[src/rtl/draw_scheduler_pkg.sv]
// Shared types and constants for the draw scheduler: FSM states, job kinds,
// image dimensions, ROM select codes and the transparency colour key.
package draw_scheduler_pkg;

  typedef enum logic [2:0] {
    ST_IDLE   = 3'd0,
    ST_LOAD   = 3'd1,
    ST_SCAN   = 3'd2,
    ST_DRAIN  = 3'd3,
    ST_FINISH = 3'd4
  } state_e;

  typedef enum logic {
    JOB_SCREEN = 1'b0,
    JOB_SPRITE = 1'b1
  } job_e;

  localparam int SCREEN_W = 160;
  localparam int SCREEN_H = 120;
  localparam int SPRITE_W = 40;
  localparam int SPRITE_H = 40;

  localparam logic [2:0] TRANSP_COL = 3'b101;

  localparam logic [4:0] SEL_TITLE   = 5'd0;
  localparam logic [4:0] SEL_CHOOSE  = 5'd1;
  localparam logic [4:0] SEL_DOG     = 5'd2;
  localparam logic [4:0] SEL_CAT     = 5'd3;
  localparam logic [4:0] SEL_CHICKEN = 5'd4;

  // Widened sums let sprites hang off the right/bottom edge without wrapping.
  function automatic logic in_screen(input logic [8:0] x9, input logic [7:0] y8);
    return (x9 < 9'(SCREEN_W)) && (y8 < 8'(SCREEN_H));
  endfunction

endpackage

[src/rtl/draw_scheduler_pipe_delay.sv]
// LAT-deep shift register that keeps {valid,x,y} aligned with ROM read data.
// Synchronous clear empties every stage.
module draw_scheduler_pipe_delay #(
  parameter int LAT    = 1,
  parameter int DATA_W = 16
) (
  input  logic              clk_i,
  input  logic              clr_i,
  input  logic [DATA_W-1:0] d_i,
  output logic [DATA_W-1:0] q_o
);

  logic [DATA_W-1:0] stage_q [LAT];

  always_ff @(posedge clk_i) begin
    if (clr_i) begin
      for (int i = 0; i < LAT; i++) stage_q[i] <= '0;
    end else begin
      stage_q[0] <= d_i;
      for (int i = 1; i < LAT; i++) stage_q[i] <= stage_q[i-1];
    end
  end

  assign q_o = stage_q[LAT-1];

endmodule

[src/rtl/draw_scheduler.sv]
// Arbitrates background and sprite draws onto the VGA plot path and scans ROM addresses.
// Optional feature macro: DRAW_TRANSPARENT_EN (sprite pixels equal to TRANSP_COL are not plotted).
module draw_scheduler
  import draw_scheduler_pkg::*;
#(
  parameter int ROM_LAT = 1
) (
  input  logic        clk,
  input  logic        reset,
  input  logic        screenReq,
  input  logic [4:0]  screenSel,
  input  logic        spriteReq,
  input  logic [4:0]  spriteSel,
  input  logic [7:0]  spriteX,
  input  logic [6:0]  spriteY,
  input  logic [2:0]  colourIn,
  output logic [14:0] romAddr,
  output logic [4:0]  memorySel,
  output logic [7:0]  x,
  output logic [6:0]  y,
  output logic [2:0]  colourOut,
  output logic        plot,
  output logic        busy,
  output logic        screenDone,
  output logic        spriteDone
);

  localparam int PIPE_W = 16;

  state_e      state_q, state_d;
  job_e        job_q, job_d;
  logic [4:0]  sel_q, sel_d;
  logic [7:0]  orig_x_q, orig_x_d;
  logic [6:0]  orig_y_q, orig_y_d;
  logic [7:0]  dim_w_q, dim_w_d;
  logic [6:0]  dim_h_q, dim_h_d;
  logic [7:0]  col_q, col_d;
  logic [6:0]  row_q, row_d;
  logic [14:0] addr_q, addr_d;
  logic [1:0]  drain_q, drain_d;

  always_ff @(posedge clk) begin
    if (reset) begin
      state_q  <= ST_IDLE;
      job_q    <= JOB_SCREEN;
      sel_q    <= '0;
      orig_x_q <= '0;
      orig_y_q <= '0;
      dim_w_q  <= '0;
      dim_h_q  <= '0;
      col_q    <= '0;
      row_q    <= '0;
      addr_q   <= '0;
      drain_q  <= '0;
    end else begin
      state_q  <= state_d;
      job_q    <= job_d;
      sel_q    <= sel_d;
      orig_x_q <= orig_x_d;
      orig_y_q <= orig_y_d;
      dim_w_q  <= dim_w_d;
      dim_h_q  <= dim_h_d;
      col_q    <= col_d;
      row_q    <= row_d;
      addr_q   <= addr_d;
      drain_q  <= drain_d;
    end
  end

  always_comb begin
    state_d  = state_q;
    job_d    = job_q;
    sel_d    = sel_q;
    orig_x_d = orig_x_q;
    orig_y_d = orig_y_q;
    dim_w_d  = dim_w_q;
    dim_h_d  = dim_h_q;
    col_d    = col_q;
    row_d    = row_q;
    addr_d   = addr_q;
    drain_d  = drain_q;
    unique case (state_q)
      ST_IDLE: begin
        // Screen wins a tie; a held spriteReq is picked up on a later IDLE cycle.
        if (screenReq) begin
          job_d   = JOB_SCREEN;
          state_d = ST_LOAD;
        end else if (spriteReq) begin
          job_d   = JOB_SPRITE;
          state_d = ST_LOAD;
        end
      end
      ST_LOAD: begin
        if (job_q == JOB_SCREEN) begin
          sel_d    = screenSel;
          orig_x_d = '0;
          orig_y_d = '0;
          dim_w_d  = 8'(SCREEN_W);
          dim_h_d  = 7'(SCREEN_H);
        end else begin
          sel_d    = spriteSel;
          orig_x_d = spriteX;
          orig_y_d = spriteY;
          dim_w_d  = 8'(SPRITE_W);
          dim_h_d  = 7'(SPRITE_H);
        end
        col_d   = '0;
        row_d   = '0;
        addr_d  = '0;
        state_d = ST_SCAN;
      end
      ST_SCAN: begin
        // Running address equals row*W+col without a multiplier.
        addr_d = addr_q + 15'd1;
        if (col_q == dim_w_q - 8'd1) begin
          col_d = '0;
          if (row_q == dim_h_q - 7'd1) begin
            drain_d = '0;
            state_d = ST_DRAIN;
          end else begin
            row_d = row_q + 7'd1;
          end
        end else begin
          col_d = col_q + 8'd1;
        end
      end
      ST_DRAIN: begin
        if (drain_q == 2'(ROM_LAT - 1)) state_d = ST_FINISH;
        else                            drain_d = drain_q + 2'd1;
      end
      ST_FINISH: state_d = ST_IDLE;
      default:   state_d = ST_IDLE;
    endcase
  end

  // Scan stage: pixel position and clip decision travel with the ROM request.
  logic [8:0]        pix_x;
  logic [7:0]        pix_y;
  logic              pix_vld;
  logic [PIPE_W-1:0] pipe_q;
  logic              pipe_vld;

  assign pix_x   = {1'b0, orig_x_q} + {1'b0, col_q};
  assign pix_y   = {1'b0, orig_y_q} + {1'b0, row_q};
  assign pix_vld = (state_q == ST_SCAN) && in_screen(pix_x, pix_y);

  draw_scheduler_pipe_delay #(
    .LAT    (ROM_LAT),
    .DATA_W (PIPE_W)
  ) u_pipe (
    .clk_i (clk),
    .clr_i (reset),
    .d_i   ({pix_vld, pix_x[7:0], pix_y[6:0]}),
    .q_o   (pipe_q)
  );

  // Output stage: ROM data arrives together with the delayed position.
  assign pipe_vld  = pipe_q[15];
  assign x         = pipe_q[14:7];
  assign y         = pipe_q[6:0];
  assign colourOut = pipe_vld ? colourIn : 3'd0;

`ifdef DRAW_TRANSPARENT_EN
  assign plot = pipe_vld && !((job_q == JOB_SPRITE) && (colourIn == TRANSP_COL));
`else
  assign plot = pipe_vld;
`endif

  assign romAddr    = (state_q == ST_SCAN) ? addr_q : '0;
  assign memorySel  = sel_q;
  assign busy       = (state_q != ST_IDLE);
  assign screenDone = (state_q == ST_FINISH) && (job_q == JOB_SCREEN);
  assign spriteDone = (state_q == ST_FINISH) && (job_q == JOB_SPRITE);

endmodule

[config.mk]
export PLATFORM = sky130hd
export DESIGN_NAME = draw_scheduler
export DESIGN_NICKNAME = d
export VERILOG_FILES = /design/src/rtl/draw_scheduler_pkg.sv /design/src/rtl/draw_scheduler_pipe_delay.sv /design/src/rtl/draw_scheduler.sv
export SDC_FILE = /design/constraint.sdc
export NUM_CORES = 1
export LEC_CHECK = 0
export CORE_ASPECT_RATIO = 1.4
export CORE_MARGIN = 2
export CORE_UTILIZATION = 35
export CTS_CLUSTER_DIAMETER = 120
export CTS_CLUSTER_SIZE = 16
export DETAILED_ROUTE_END_ITERATION = 16
export PLACE_DENSITY_LB_ADDON = 0.08
export SETUP_SLACK_MARGIN = 0.15
export SLEW_MARGIN = 20
export SYNTH_ARGS = -nofsm -noshare
export SYNTH_HDL_FRONTEND = slang
export SYNTH_SLANG_ARGS = --single-unit
[constraint.sdc]
create_clock -name clk -period 2.9 [get_ports clk]
set_input_delay 0.58 -clock clk [delete_from_list [all_inputs] [get_ports clk]]
set_output_delay 0.58 -clock clk [all_outputs]
set_load 0.02 [all_outputs]
==> flow_summary.toml <==
[critical_path]
cp-endpoint = "romAddr[11]"
startpoint = "state_q[2]"
crit_fanout = 9
path_delay_family = "simple AND/OR/NAND/NOR gates"
slowest_stage = "clkdlybuf4s50_1"
start_kind = "register"
worst_ep_required_time_ps = 2320
slowest_delay_ps = 620
rrSetupSlack_ps = 460
r2r-start = "dim_w_q[5]"
worstSetupPathType = "reg2out"
path_depth = 3
crit_chain = "or3b_2, nor2_1, clkdlybuf4s50_1"
reg2reg_to = "row_q[3]"
arrival_ps = 2040
endpoint_kind = "primary output"
reg2regPathDepth = 7
critical_path_buf_inv_count = 1

[final_layout]
nets = 565
num_antenna_cells = 0
layout_commonest_cell = "dfxtp_1"
multiInputGateArea_sq_mm = 0.002205
area_delta_synth_final_pct = 31.63
fill_cells = 1080
final_cell_mix = "dfxtp_1 (74), clkdlybuf4s50_1 (72), nor2_1 (41)"
regArea_sq_mm = 0.001503
drive_above_1_share = 0.07588

[clocking]
post_cts_buffers = 0
cts_root_buf = "clkbuf_16"
clockBufferDepth = 2
numCtsBuffers = 9
htree_levels = 3
clk_pin_slew_ps = 60
cts_sinks = 75
cts_hold_repair.buffers = 0
cts_tree = "done"
insertion_delay_ps = 340

[sta]
rsz0062_at_grt = "false"
fin_skew_ps = 3.738
setup_tns_ps = 0
setup_ws_ps = 280.5
timing.fmax_mhz = 381.8
post-route-period-util = 0.9033
finalSetupViolations = 0
final_max_slew_viol_count = 0
relSlewSlack = 0.3923
worst_pin_slew_ps = 908.2
min_period_ps = 2620
hold_viol = 0

[logic_synthesis]
synth_top_area_cell = "dfxtp_1"
yosysSeqAreaShare = 0.3892
async_flop_share = 0
netlist_area_sq_mm = 0.003857
ys_seq_elements = 75
synth_top_flop_cell = "dfxtp_1"
synth_xor_area_frac = 0.02498
synth_top_family_by_area = "simple AND/OR/NAND/NOR gates"
postSynthAreaPerCell_sq_um = 8.868
yosys_warnings = 0
synth-simple-area-share = 0.2170
synth_area_leaders = "dfxtp_1 (39%), ha_1 (7.1%), nor2_1 (4.0%)"
synth_fp_nets = 491
synth_edf_count = 0
synth_compound_area_frac = 0.2125
synth_top_cell_area_share = 0.3892
synth_cells = 435
synthMuxAreaShare = 0.03244
synth_cell_type_count = 54
synth_adder_area_share = 0.08174

[route]
drt_wl_total_um = 9179
via_per_inst = 5.180
vias = 3393
drt_iter0_drc = 173
antenna_left = 0
drt-pass1-iter-count = 4
routedWlPerCell_um = 14.01
drcViolationCount = 0

[hold_path]
hold_path_class = "reg2reg"

[global_route]
grt_max_degree = 34
grt_usage = 0.1615
grt_pass1_wl_um = 15320
first_global_vias = 3263
grt_overflow = 0
antenna_found_initial = 0

[pwr]
leakagePower_uw = 0.001899
max-vdd-ir-drop_mv = 0.3072
power_density_mw_per_mm2 = 566.3

[floorplan]
die_h_um = 128.2
ioPinCount = 74
num_rows = 45
die_x_um = 92.73
initial_core_util = 0.3568
coreArea_sq_mm = 0.01081
die-area_sq_mm = 0.01189

[place]
gp_congestion = 0.7580
dpl.hpwl_um = 6530
io_buffers = 73
dp_slack_ps = 479.2

[run_status]
status = "finished, final reports clean"

[job]
cap_violations = 0
-- routing by layer --
metal	vias to the layer above	wire [um]	global-route usage
met4	0	165	0.07007
met2	68	4475	0.2761
li1	1739	-	-
met5	-	0	0
met3	11	364	0.03410
met1	1575	4173	0.1952
-- worst min path at each step --
| stage | slack [ps] | cells after the start | to | start |
|---|---|---|---|---|
| 6_report | 480 | 2 | addr_q[9] | addr_q[9] |
| 5_1_grt | 510 | 2 | addr_q[9] | addr_q[9] |
| 4_1_cts | 480 | 2 | addr_q[9] | addr_q[9] |
| 3_5_place_dp | 470 | 2 | addr_q[9] | addr_q[9] |
| 3_3_place_gp | 460 | 2 | addr_q[9] | addr_q[9] |
| 2_1_floorplan | 450 | 2 | addr_q[9] | addr_q[9] |
-- sequential cells by signal, summed over array words and instances (netlist names), 3 cells and up --
signal and cells:
u_pipe.stage_q 16, row_q 7, state_q 3, orig_x_q 8, col_q 8, memorySel 5
orig_y_q 7, addr_q 15
-- logic make-up after synthesis --
family / after synthesis
AO/OA/AOI/OAI: 118
XOR/XNOR: 11
adder cells (fa/ha/maj): 24
buffers and inverters: 40
flip-flops: 75
multiplexers: 12
AND/OR/NAND/NOR: 155
-- worst reg2reg max path, delay by kind of cell, from the launching register on --
| family | cells | cell delay (ps) |
|---|---|---|
| AO/OA/AOI/OAI | 3 | 910 |
| adder cells (fa/ha/maj) | 1 | 290 |
| AND/OR/NAND/NOR | 1 | 580 |
| buffers and inverters | 1 | 90 |
| flip-flops | 1 | 360 |
| XOR/XNOR | 1 | 120 |
-- through the flow --
stage               hold slack [ps]  instance area (sq um)  power, uW    util  instances
finish                        479.8                   5077       2876  0.4697        655
detailed placement            469.4                   4752       1737  0.4396        639
floorplan                     445.1                   3857       1512       -        435
global placement              457.2                   4752       1732  0.4396        639
global route                  508.9                   5077       3029  0.4697        655
CTS                           477.8                   5074       2920  0.4693        655
-- power breakdown --
group | total, uW | internal [uW] | switching [uW]
clock | 1160 | 733 | 426
sequential | 1140 | 1090 | 52.6
combinational | 576 | 247 | 329
-- cell usage after synthesis, types with 2 or more instances --
cell	instances
dfxtp_1	75
nor2_1	41
a21oi_1	25
ha_1	22
inv_1	20
nand2_1	20
o21ai_0	18
and2_1	16
a22o_1	15
clkbuf_1	14
a211oi_1	13
nor3_1	12
nand3_1	11
nor2b_1	9
mux2i_1	8
a311oi_1	7
o21a_1	7
or4_1	7
and3_1	6
xor2_1	6
a21o_1	5
nand2b_1	5
nand3b_1	5
o211ai_1	5
xnor2_1	5
mux2_2	4
nand4_1	4
nor4_1	4
a21boi_0	3
a31oi_1	3
buf_2	3
o31ai_1	3
or3_1	3
or3b_2	3
a221oi_1	2
a22oi_1	2
a41oi_1	2
and4_1	2
fa_1	2
nor3b_1	2
nor3b_2	2
o31a_1	2
-- what timing repair did --
action	in CTS	in global routing
gates resized for setup	2	1
endpoints found under the setup margin	13	4
hold endpoints to repair	0	0
-- area by class of cell --
type | count | share of cell area
Multi-Input combinational cell | 320 | 0.4342
Inverter | 20 | 0.01479
Timing Repair Buffer | 83 | 0.1585
Clock buffer | 12 | 0.05249
Sequential cell | 75 | 0.2960
Tap cell | 141 | 0.03475
Clock inverter | 4 | 0.009364
No activity file was read; power rests on OpenSTA's default activity.
